--- src/rtl/sys_rst_seq.sv ---
// sys_rst_seq: merges clock-lock, push-button and FX3 resets into one
// stretched, synchronously released SYS_RST_N. Watchdog: RST_SEQ_WDOG_EN.
module sys_rst_seq #(
  parameter int unsigned SYNC_STAGES     = 2,
  parameter int unsigned DEBOUNCE_CYCLES = 16,
  parameter int unsigned STRETCH_CYCLES  = 64,
  parameter int unsigned WDOG_CYCLES     = 1048576
) (
  input  logic       SYS_CLK,
  input  logic       RST_N,
  input  logic       BOARD_RST_SW,
  input  logic       SL_RST_N,
  input  logic       WDOG_KICK,
  input  logic       RST_CAUSE_CLR,
  output logic       SYS_RST_N,
  output logic       RST_DONE,
  output logic [2:0] RST_CAUSE
);

  localparam int unsigned DbW = $clog2(DEBOUNCE_CYCLES + 1);
  localparam int unsigned StW = $clog2(STRETCH_CYCLES + 1);

  typedef enum logic [1:0] {
    HOLD    = 2'd0,
    STRETCH = 2'd1,
    RUN     = 2'd2
  } state_e;

  state_e state_q, state_d;

  logic [SYNC_STAGES-1:0] sw_sync_q, sw_sync_d;
  logic [SYNC_STAGES-1:0] sl_sync_q, sl_sync_d;
  logic                   sw_s, sl_s;

  logic [DbW-1:0] db_cnt_q, db_cnt_d;
  logic           sw_db_q, sw_db_d;

  logic [StW-1:0] st_cnt_q, st_cnt_d;

  logic       sys_rst_n_q, sys_rst_n_d;
  logic       rst_done_q, rst_done_d;
  logic [2:0] cause_q, cause_d;

  logic wdog_fire;
  logic req;

  // Shift the asynchronous inputs through the synchronizer chains
  always_comb begin
    sw_sync_d = {sw_sync_q[SYNC_STAGES-2:0], BOARD_RST_SW};
    sl_sync_d = {sl_sync_q[SYNC_STAGES-2:0], SL_RST_N};
  end

  assign sw_s = sw_sync_q[SYNC_STAGES-1];
  assign sl_s = sl_sync_q[SYNC_STAGES-1];

  // Debounce: accept sw_s only after it differs from sw_db long enough
  always_comb begin
    db_cnt_d = '0;
    sw_db_d  = sw_db_q;
    if (sw_s != sw_db_q) begin
      if (db_cnt_q == DbW'(DEBOUNCE_CYCLES - 1)) begin
        sw_db_d = sw_s;
      end else begin
        db_cnt_d = db_cnt_q + DbW'(1);
      end
    end
  end

`ifdef RST_SEQ_WDOG_EN
  localparam int unsigned WdW = $clog2(WDOG_CYCLES + 1);

  logic [WdW-1:0] wd_cnt_q, wd_cnt_d;

  assign wdog_fire = (state_q == RUN) &&
                     (wd_cnt_q == WdW'(WDOG_CYCLES - 1));

  // Watchdog counts idle RUN cycles; kick, fire or leaving RUN clear it
  always_comb begin
    wd_cnt_d = wd_cnt_q + WdW'(1);
    if ((state_q != RUN) || WDOG_KICK || wdog_fire) begin
      wd_cnt_d = '0;
    end
  end

  // Watchdog counter register
  always_ff @(posedge SYS_CLK or negedge RST_N) begin
    if (!RST_N) begin
      wd_cnt_q <= '0;
    end else begin
      wd_cnt_q <= wd_cnt_d;
    end
  end
`else
  logic unused_wdog;

  assign wdog_fire   = 1'b0;
  assign unused_wdog = WDOG_KICK ^ (WDOG_CYCLES == 0);
`endif

  assign req = sw_db_q | ~sl_s | wdog_fire;

  // State register
  always_ff @(posedge SYS_CLK or negedge RST_N) begin
    if (!RST_N) begin
      state_q <= HOLD;
    end else begin
      state_q <= state_d;
    end
  end

  // Next state and stretch counter; any request restarts the stretch
  always_comb begin
    state_d  = state_q;
    st_cnt_d = '0;
    unique case (state_q)
      HOLD: begin
        if (!req) state_d = STRETCH;
      end
      STRETCH: begin
        if (req) begin
          state_d = HOLD;
        end else if (st_cnt_q == StW'(STRETCH_CYCLES - 1)) begin
          state_d = RUN;
        end else begin
          st_cnt_d = st_cnt_q + StW'(1);
        end
      end
      RUN: begin
        if (req) state_d = HOLD;
      end
      default: state_d = HOLD;
    endcase
  end

  // Outputs follow next_state so SYS_RST_N moves on the RUN transition edge
  always_comb begin
    sys_rst_n_d = (state_d == RUN);
    rst_done_d  = (state_d == RUN) && (state_q != RUN);
    cause_d     = RST_CAUSE_CLR ? 3'b000 : cause_q;
    if (state_q == RUN) begin
      cause_d = cause_d | {wdog_fire, ~sl_s, sw_db_q};
    end
  end

  // Datapath registers; synchronizers reset to their inactive levels
  always_ff @(posedge SYS_CLK or negedge RST_N) begin
    if (!RST_N) begin
      sw_sync_q   <= '0;
      sl_sync_q   <= '1;
      db_cnt_q    <= '0;
      sw_db_q     <= 1'b0;
      st_cnt_q    <= '0;
      sys_rst_n_q <= 1'b0;
      rst_done_q  <= 1'b0;
      cause_q     <= 3'b000;
    end else begin
      sw_sync_q   <= sw_sync_d;
      sl_sync_q   <= sl_sync_d;
      db_cnt_q    <= db_cnt_d;
      sw_db_q     <= sw_db_d;
      st_cnt_q    <= st_cnt_d;
      sys_rst_n_q <= sys_rst_n_d;
      rst_done_q  <= rst_done_d;
      cause_q     <= cause_d;
    end
  end

  assign SYS_RST_N = sys_rst_n_q;
  assign RST_DONE  = rst_done_q;
  assign RST_CAUSE = cause_q;

endmodule

--- config.mk ---
export PLATFORM = sky130hd
export DESIGN_NAME = sys_rst_seq
export DESIGN_NICKNAME = d
export VERILOG_FILES = /design/src/rtl/sys_rst_seq.sv
export SDC_FILE = /design/constraint.sdc
export NUM_CORES = 1
export LEC_CHECK = 0
export ABC_AREA = 0
export CAP_MARGIN = 15
export CORE_MARGIN = 5
export CORE_UTILIZATION = 55
export CTS_CLUSTER_SIZE = 30
export DETAILED_ROUTE_END_ITERATION = 10
export DONT_BUFFER_PORTS = 1
export PLACE_DENSITY = 0.72
export SYNTH_ARGS = -nofsm -noshare
export SYNTH_HDL_FRONTEND = slang
export SYNTH_SLANG_ARGS = --single-unit
--- constraint.sdc ---
create_clock -name SYS_CLK -period 1.8 [get_ports SYS_CLK]
set_clock_uncertainty 0.1 [all_clocks]
set_input_delay 0.36 -clock SYS_CLK [delete_from_list [all_inputs] [get_ports SYS_CLK]]
set_output_delay 0.36 -clock SYS_CLK [all_outputs]
set_load 0.01 [all_outputs]
# After elaboration in Yosys (flattened, before gate mapping)
# Cells that the tools add are included.
# op_classes
n_addsub,2
eq_ne,7
mux,12
bitwise_logic,3
n_reduce_logical,3
# op_table
operator,count
two-way mux 7 bit,3
two-way mux 5 bit,2
two-way mux 2 bit,4
"adder 7 x 1 -> 7 bit, second input constant",1
"== test 7 x 6 -> 1 bit, second input constant",1
two-way mux 3 bit,2
one-hot mux 2 bit (3 select lines),1
"adder 5 x 1 -> 5 bit, second input constant",1
"== test 5 x 4 -> 1 bit, second input constant",1
"== test 2 bit, second input constant",2
bitwise OR 3 x 2 -> 3 bit,1
"== test 2 x 1 -> 1 bit, second input constant",1
zero test 2 bit,1
"!= test 2 bit, second input constant",1
AND reduction 2 bit,1
logical AND 1 bit,1
!= test 1 bit,1
NOT 1 bit,1
bitwise OR 1 bit,1
# word_totals
reg_bits,24
inputBits,6
out_inout_bits,5
elab_cells,36

# Depth between registers and ports, before layout
# logic_depth
depth_word,6
depth_mapped,4
ltp_nobuf,4

# Worst setup path after synthesis
# Ideal clock, no wire load.
# synth_timing
kind,reg2reg
startpoint,register st_cnt_q[0]
endpoint,"register sys_rst_n_q, in the netlist SYS_RST_N"
setup_ns,0.082
arrival_ns,1.134
t_required_ns,1.618
setup_slack_ns,0.484
stages_incl_launch_ff,5
n_path_buf,0
period_less_slack_ns,1.316
path_cell_list,dfrtp_1 -> ha_1 -> nand3_2 -> or3_4 -> o22ai_1
# synth_between
elab_chain_cells,5
# synth_rtl
element,line,rtl
from (decl),38,"logic [StW-1:0] st_cnt_q, st_cnt_d;"
from (signal assigned),161,st_cnt_q <= st_cnt_d;
== test 7 x 6 -> 1 bit,122,end else if (st_cnt_q == StW'(STRETCH_CYCLES - 1)) begin
two-way mux 2 bit,122,
two-way mux 2 bit,120,if (req) begin
one-hot mux 2 bit (3 select lines),115,unique case (state_q)
== test 2 bit,137,sys_rst_n_d = (state_d == RUN);
net sys_rst_n_d,40,"logic sys_rst_n_q, sys_rst_n_d;"
to (signal assigned),162,sys_rst_n_q <= sys_rst_n_d;
to (decl),40,
# The timed path passes the listed nets, and every way through them passes these cells.
# A chain may end at the register's enable or synchronous reset.

# Worst setup path after layout
# layout_timing
startpoint,register st_cnt_q[0]
endpoint,register st_cnt_q[3]
# layout_between
elab_chain_cells,4
word_cells_on_any_way,5
cone_classes,add/sub (1); eq/ne (1); mux (3)
# layout_rtl
element,line
adder 7 x 1 -> 7 bit or == test 7 x 6 -> 1 bit (tied branches),"125, 122"
two-way mux 7 bit *,122
two-way mux 7 bit *,120
two-way mux 7 bit *,115
net st_cnt_d[3],38
# Mark *: on every way through the listed nets, which the timed path passes. The rest lies on a longest branch.

==> flow_summary.json <==
{
  "syn_avg_cell_area_sq_um": 12.5,
  "gp_congestion": 0.697,
  "num_vias": 509,
  "fin_nets": 88,
  "worst_r2r_endpoint": "st_cnt_q[3]",
  "relSlewSlack_pct": 37.0,
  "power_switching_mw": 0.166,
  "ys_seq_area_share_pct": 63.5,
  "core_sq_um": 1540,
  "drive_gt1_share_pct": 13.9,
  "worstPathRequired_ns": 1.88,
  "worstPathMaxFanout": 5,
  "cap_violations": 0,
  "first_pass_iters": 3,
  "grt_usage_pct": 10.5,
  "fin_util_pct": 63.5,
  "grt_pass1_wl_mm": 2.06,
  "period_share_pct": 80.6,
  "drc": 0,
  "clock_latency_ns": 0.29,
  "max_stage_delay_ns": 0.40,
  "fp.dieArea_sq_um": 2570,
  "crit_path_cell_trace": "ha_1, nand3_2, o31ai_1, nor2_1",
  "crit_cells": 4,
  "worstHoldPathType": "primary input to register",
  "power_frac_comb_pct": 4.9,
  "antenna_found_initial": 0,
  "critPathKind": "register to register",
  "peakVddDrop_uv": 500,
  "first_global_vias": 492,
  "tightest_slew_ns": 0.942,
  "p_seq_share_pct": 67.6,
  "critical_path.slowest_cell": "o31ai_1",
  "cp-start-kind": "register",
  "power_density_nw_per_um2": 818,
  "reg2reg_depth": 4,
  "ff2ff_setup_slack_ns": 0.35,
  "place_hpwl_um": 917,
  "netSwitchingFraction_pct": 20.8,
  "outcome": "finished, final reports clean",
  "die_w_um": 50.7,
  "hold_viol": 0,
  "stdcell_count": 95,
  "crit_family": "compound AO/OA/AOI/OAI gates",
  "synth_flop_cell": "dfrtp_1",
  "setup_viol": 0,
  "clock-sinks": 23,
  "synth_common_cells": "dfrtp_1 (21), nor2_1 (9), xor2_1 (5)",
  "h-tree-depth": 1,
  "wl_per_cell_um": 12.5,
  "max_freq_ghz": 0.690,
  "r2r-start": "st_cnt_q[0]",
  "clkPwrFrac_pct": 27.5,
  "routed_wl_mm": 1.19,
  "cts_buffers": 3,
  "routed_via_density": 5.36,
  "synth_top_area_share_pct": 57.8,
  "dp.cells": 88,
  "p_leak_nw": 0.454,
  "hold_depth": 1,
  "synthToLayoutAreaGrowth_pct": 7.57,
  "synth_edf_count": 0,
  "yosysWarnings": 0,
  "portBuffers": 0,
  "yosys.area.top_type": "dfrtp_1",
  "clockBufferDepth": 2,
  "cts_tree": "built",
  "arrival_ns": 1.53,
  "dieHeight_um": 50.7,
  "diodes": 0,
  "post_cts_buffers": 0,
  "rsz0062_at_grt": "no",
  "cts_root_buf": "clkbuf_4",
  "synth.ff_latch_count": 23,
  "syn_area_sq_um": 910,
  "ant_nets": 0,
  "cp_num_buf_inv": 0,
  "cts_hold_buf": 3,
  "synthArstFlopShare_pct": 100,
  "grt_overflow_total": 0,
  "fin_tns_setup_ns": 0,
  "synth_most_common_cell": "dfrtp_1",
  "cts.clk_slew.worst_paths_ns": 0.11,
  "period_needed_ns": 1.45,
  "syn-num-nets": 81,
  "synth_cells": 73,
  "drt_iter0_drc": 2,
  "fillers": 128,
  "yosysUniqueCellTypes": 28,
  "start_util_pct": 59.0,
  "holdPathEnd": "RST_CAUSE[0]",
  "io_pins": 11,
  "grt_max_degree": 24,
  "endpoint_kind": "register",
  "fp-row-count": 14,
  "internal_power_mw": 0.634,
  "synth.top_cells.by_area": "dfrtp_1 (58%), dfstp_2 (5.8%), xor2_1 (4.8%), nor2_1 (3.7%), ha_1 (2.8%)",
  "post_cts_resized": 0,
  "min_from": "RST_CAUSE_CLR",
  "drv_slew": 0
}
## power groups by stage
stage | clock, mW | sequential [mW] | combinational, mW
finish | 0.220 | 0.541 | 0.0390
global route | 0.257 | 0.543 | 0.0462
CTS | 0.231 | 0.541 | 0.0403
detailed placement | 0 | 0.552 | 0.0258
global placement | 0 | 0.550 | 0.0241
floorplan | 0 | 0.549 | 0.0230
## stage by stage
| stage | hold slack [ns] | setup slack [ns] | total power [mW] | cell area, sq um |
|---|---|---|---|---|
| detailed placement | -0.0351 | 0.342 | 0.577 | 922 |
| finish | 0.0494 | 0.350 | 0.800 | 978 |
| CTS | 0.0389 | 0.320 | 0.812 | 978 |
| global placement | -0.0351 | 0.382 | 0.574 | 922 |
| floorplan | -0.0356 | 0.484 | 0.572 | 910 |
| global route | 0.0233 | 0.230 | 0.846 | 978 |
## routing by layer
| metal | global-route usage (%) | part of all wire, % |
|---|---|---|
| met1 | 14.7 | 51 |
| met2 | 14.9 | 42 |
| met3 | 2.96 | 6.3 |
| met4 | 5.11 | 0.67 |
| met5 | 0 | 0 |
## cells in the final DEF (no fill, tap or decap), types with 2 or more instances in the layout
cell | Yosys | final
dfrtp_1 | 21 | 21
nor2_1 | 9 | 9
xor2_1 | 5 | 5
o22ai_1 | 4 | 4
inv_1 | 4 | 4
nand3_1 | 3 | 3
clkbuf_4 | 0 | 3
dlygate4sd3_1 | 0 | 3
nand2_1 | 2 | 2
o21ai_0 | 2 | 2
and2_1 | 2 | 2
ha_1 | 2 | 2
dfstp_2 | 2 | 2
## worst reg2reg max path, stage by stage, from the launching register on
cell and delay (ns):
dfrtp_1 0.39, ha_1 0.21, nand3_2 0.14, o31ai_1 0.40, nor2_1 0.10
## cell families (layout without fill, tap and decap cells)
group           Yosys count  after routing  synth area share (%)
flops                    23             23                  63.5
xor+xnor                  6              6                  5.78
other cells               1              1                 0.412
simple gates             25             25                  16.6
mux                       1              1                  1.24
compound gates           10             10                  7.15
fa+ha+maj                 2              2                  2.75
buf+inv                   5             11                  2.48
## layout make-up
| cell class | count | area, sq um | share of cell area, % |
|---|---|---|---|
| Clock buffer | 4 | 26.3 | 2.69 |
| Inverter | 4 | 15.0 | 1.53 |
| Multi-Input combinational cell | 45 | 309 | 31.6 |
| Sequential cell | 23 | 578 | 59.1 |
| Tap cell | 16 | 20.0 | 2.05 |
| Timing Repair Buffer | 3 | 30.0 | 3.07 |
## registers in the layout (all words and copies together), names as in the netlist
name       flops
sw_db_q        1
state_q        2
SYS_RST_N      1
RST_DONE       1
st_cnt_q       7
sl_sync_q      2
RST_CAUSE      2
sw_sync_q      2
db_cnt_q       5
## worst max path at each step
stage | start | end | slack (ns)
floorplan | st_cnt_q[0] | SYS_RST_N | 0.48
global placement | st_cnt_q[0] | st_cnt_q[5] | 0.38
detailed placement | st_cnt_q[0] | st_cnt_q[3] | 0.34
CTS | st_cnt_q[0] | st_cnt_q[3] | 0.32
global route | RST_N | db_cnt_q[1] | 0.23
finish | st_cnt_q[0] | st_cnt_q[3] | 0.35
(Power assumes the default switching activity.)
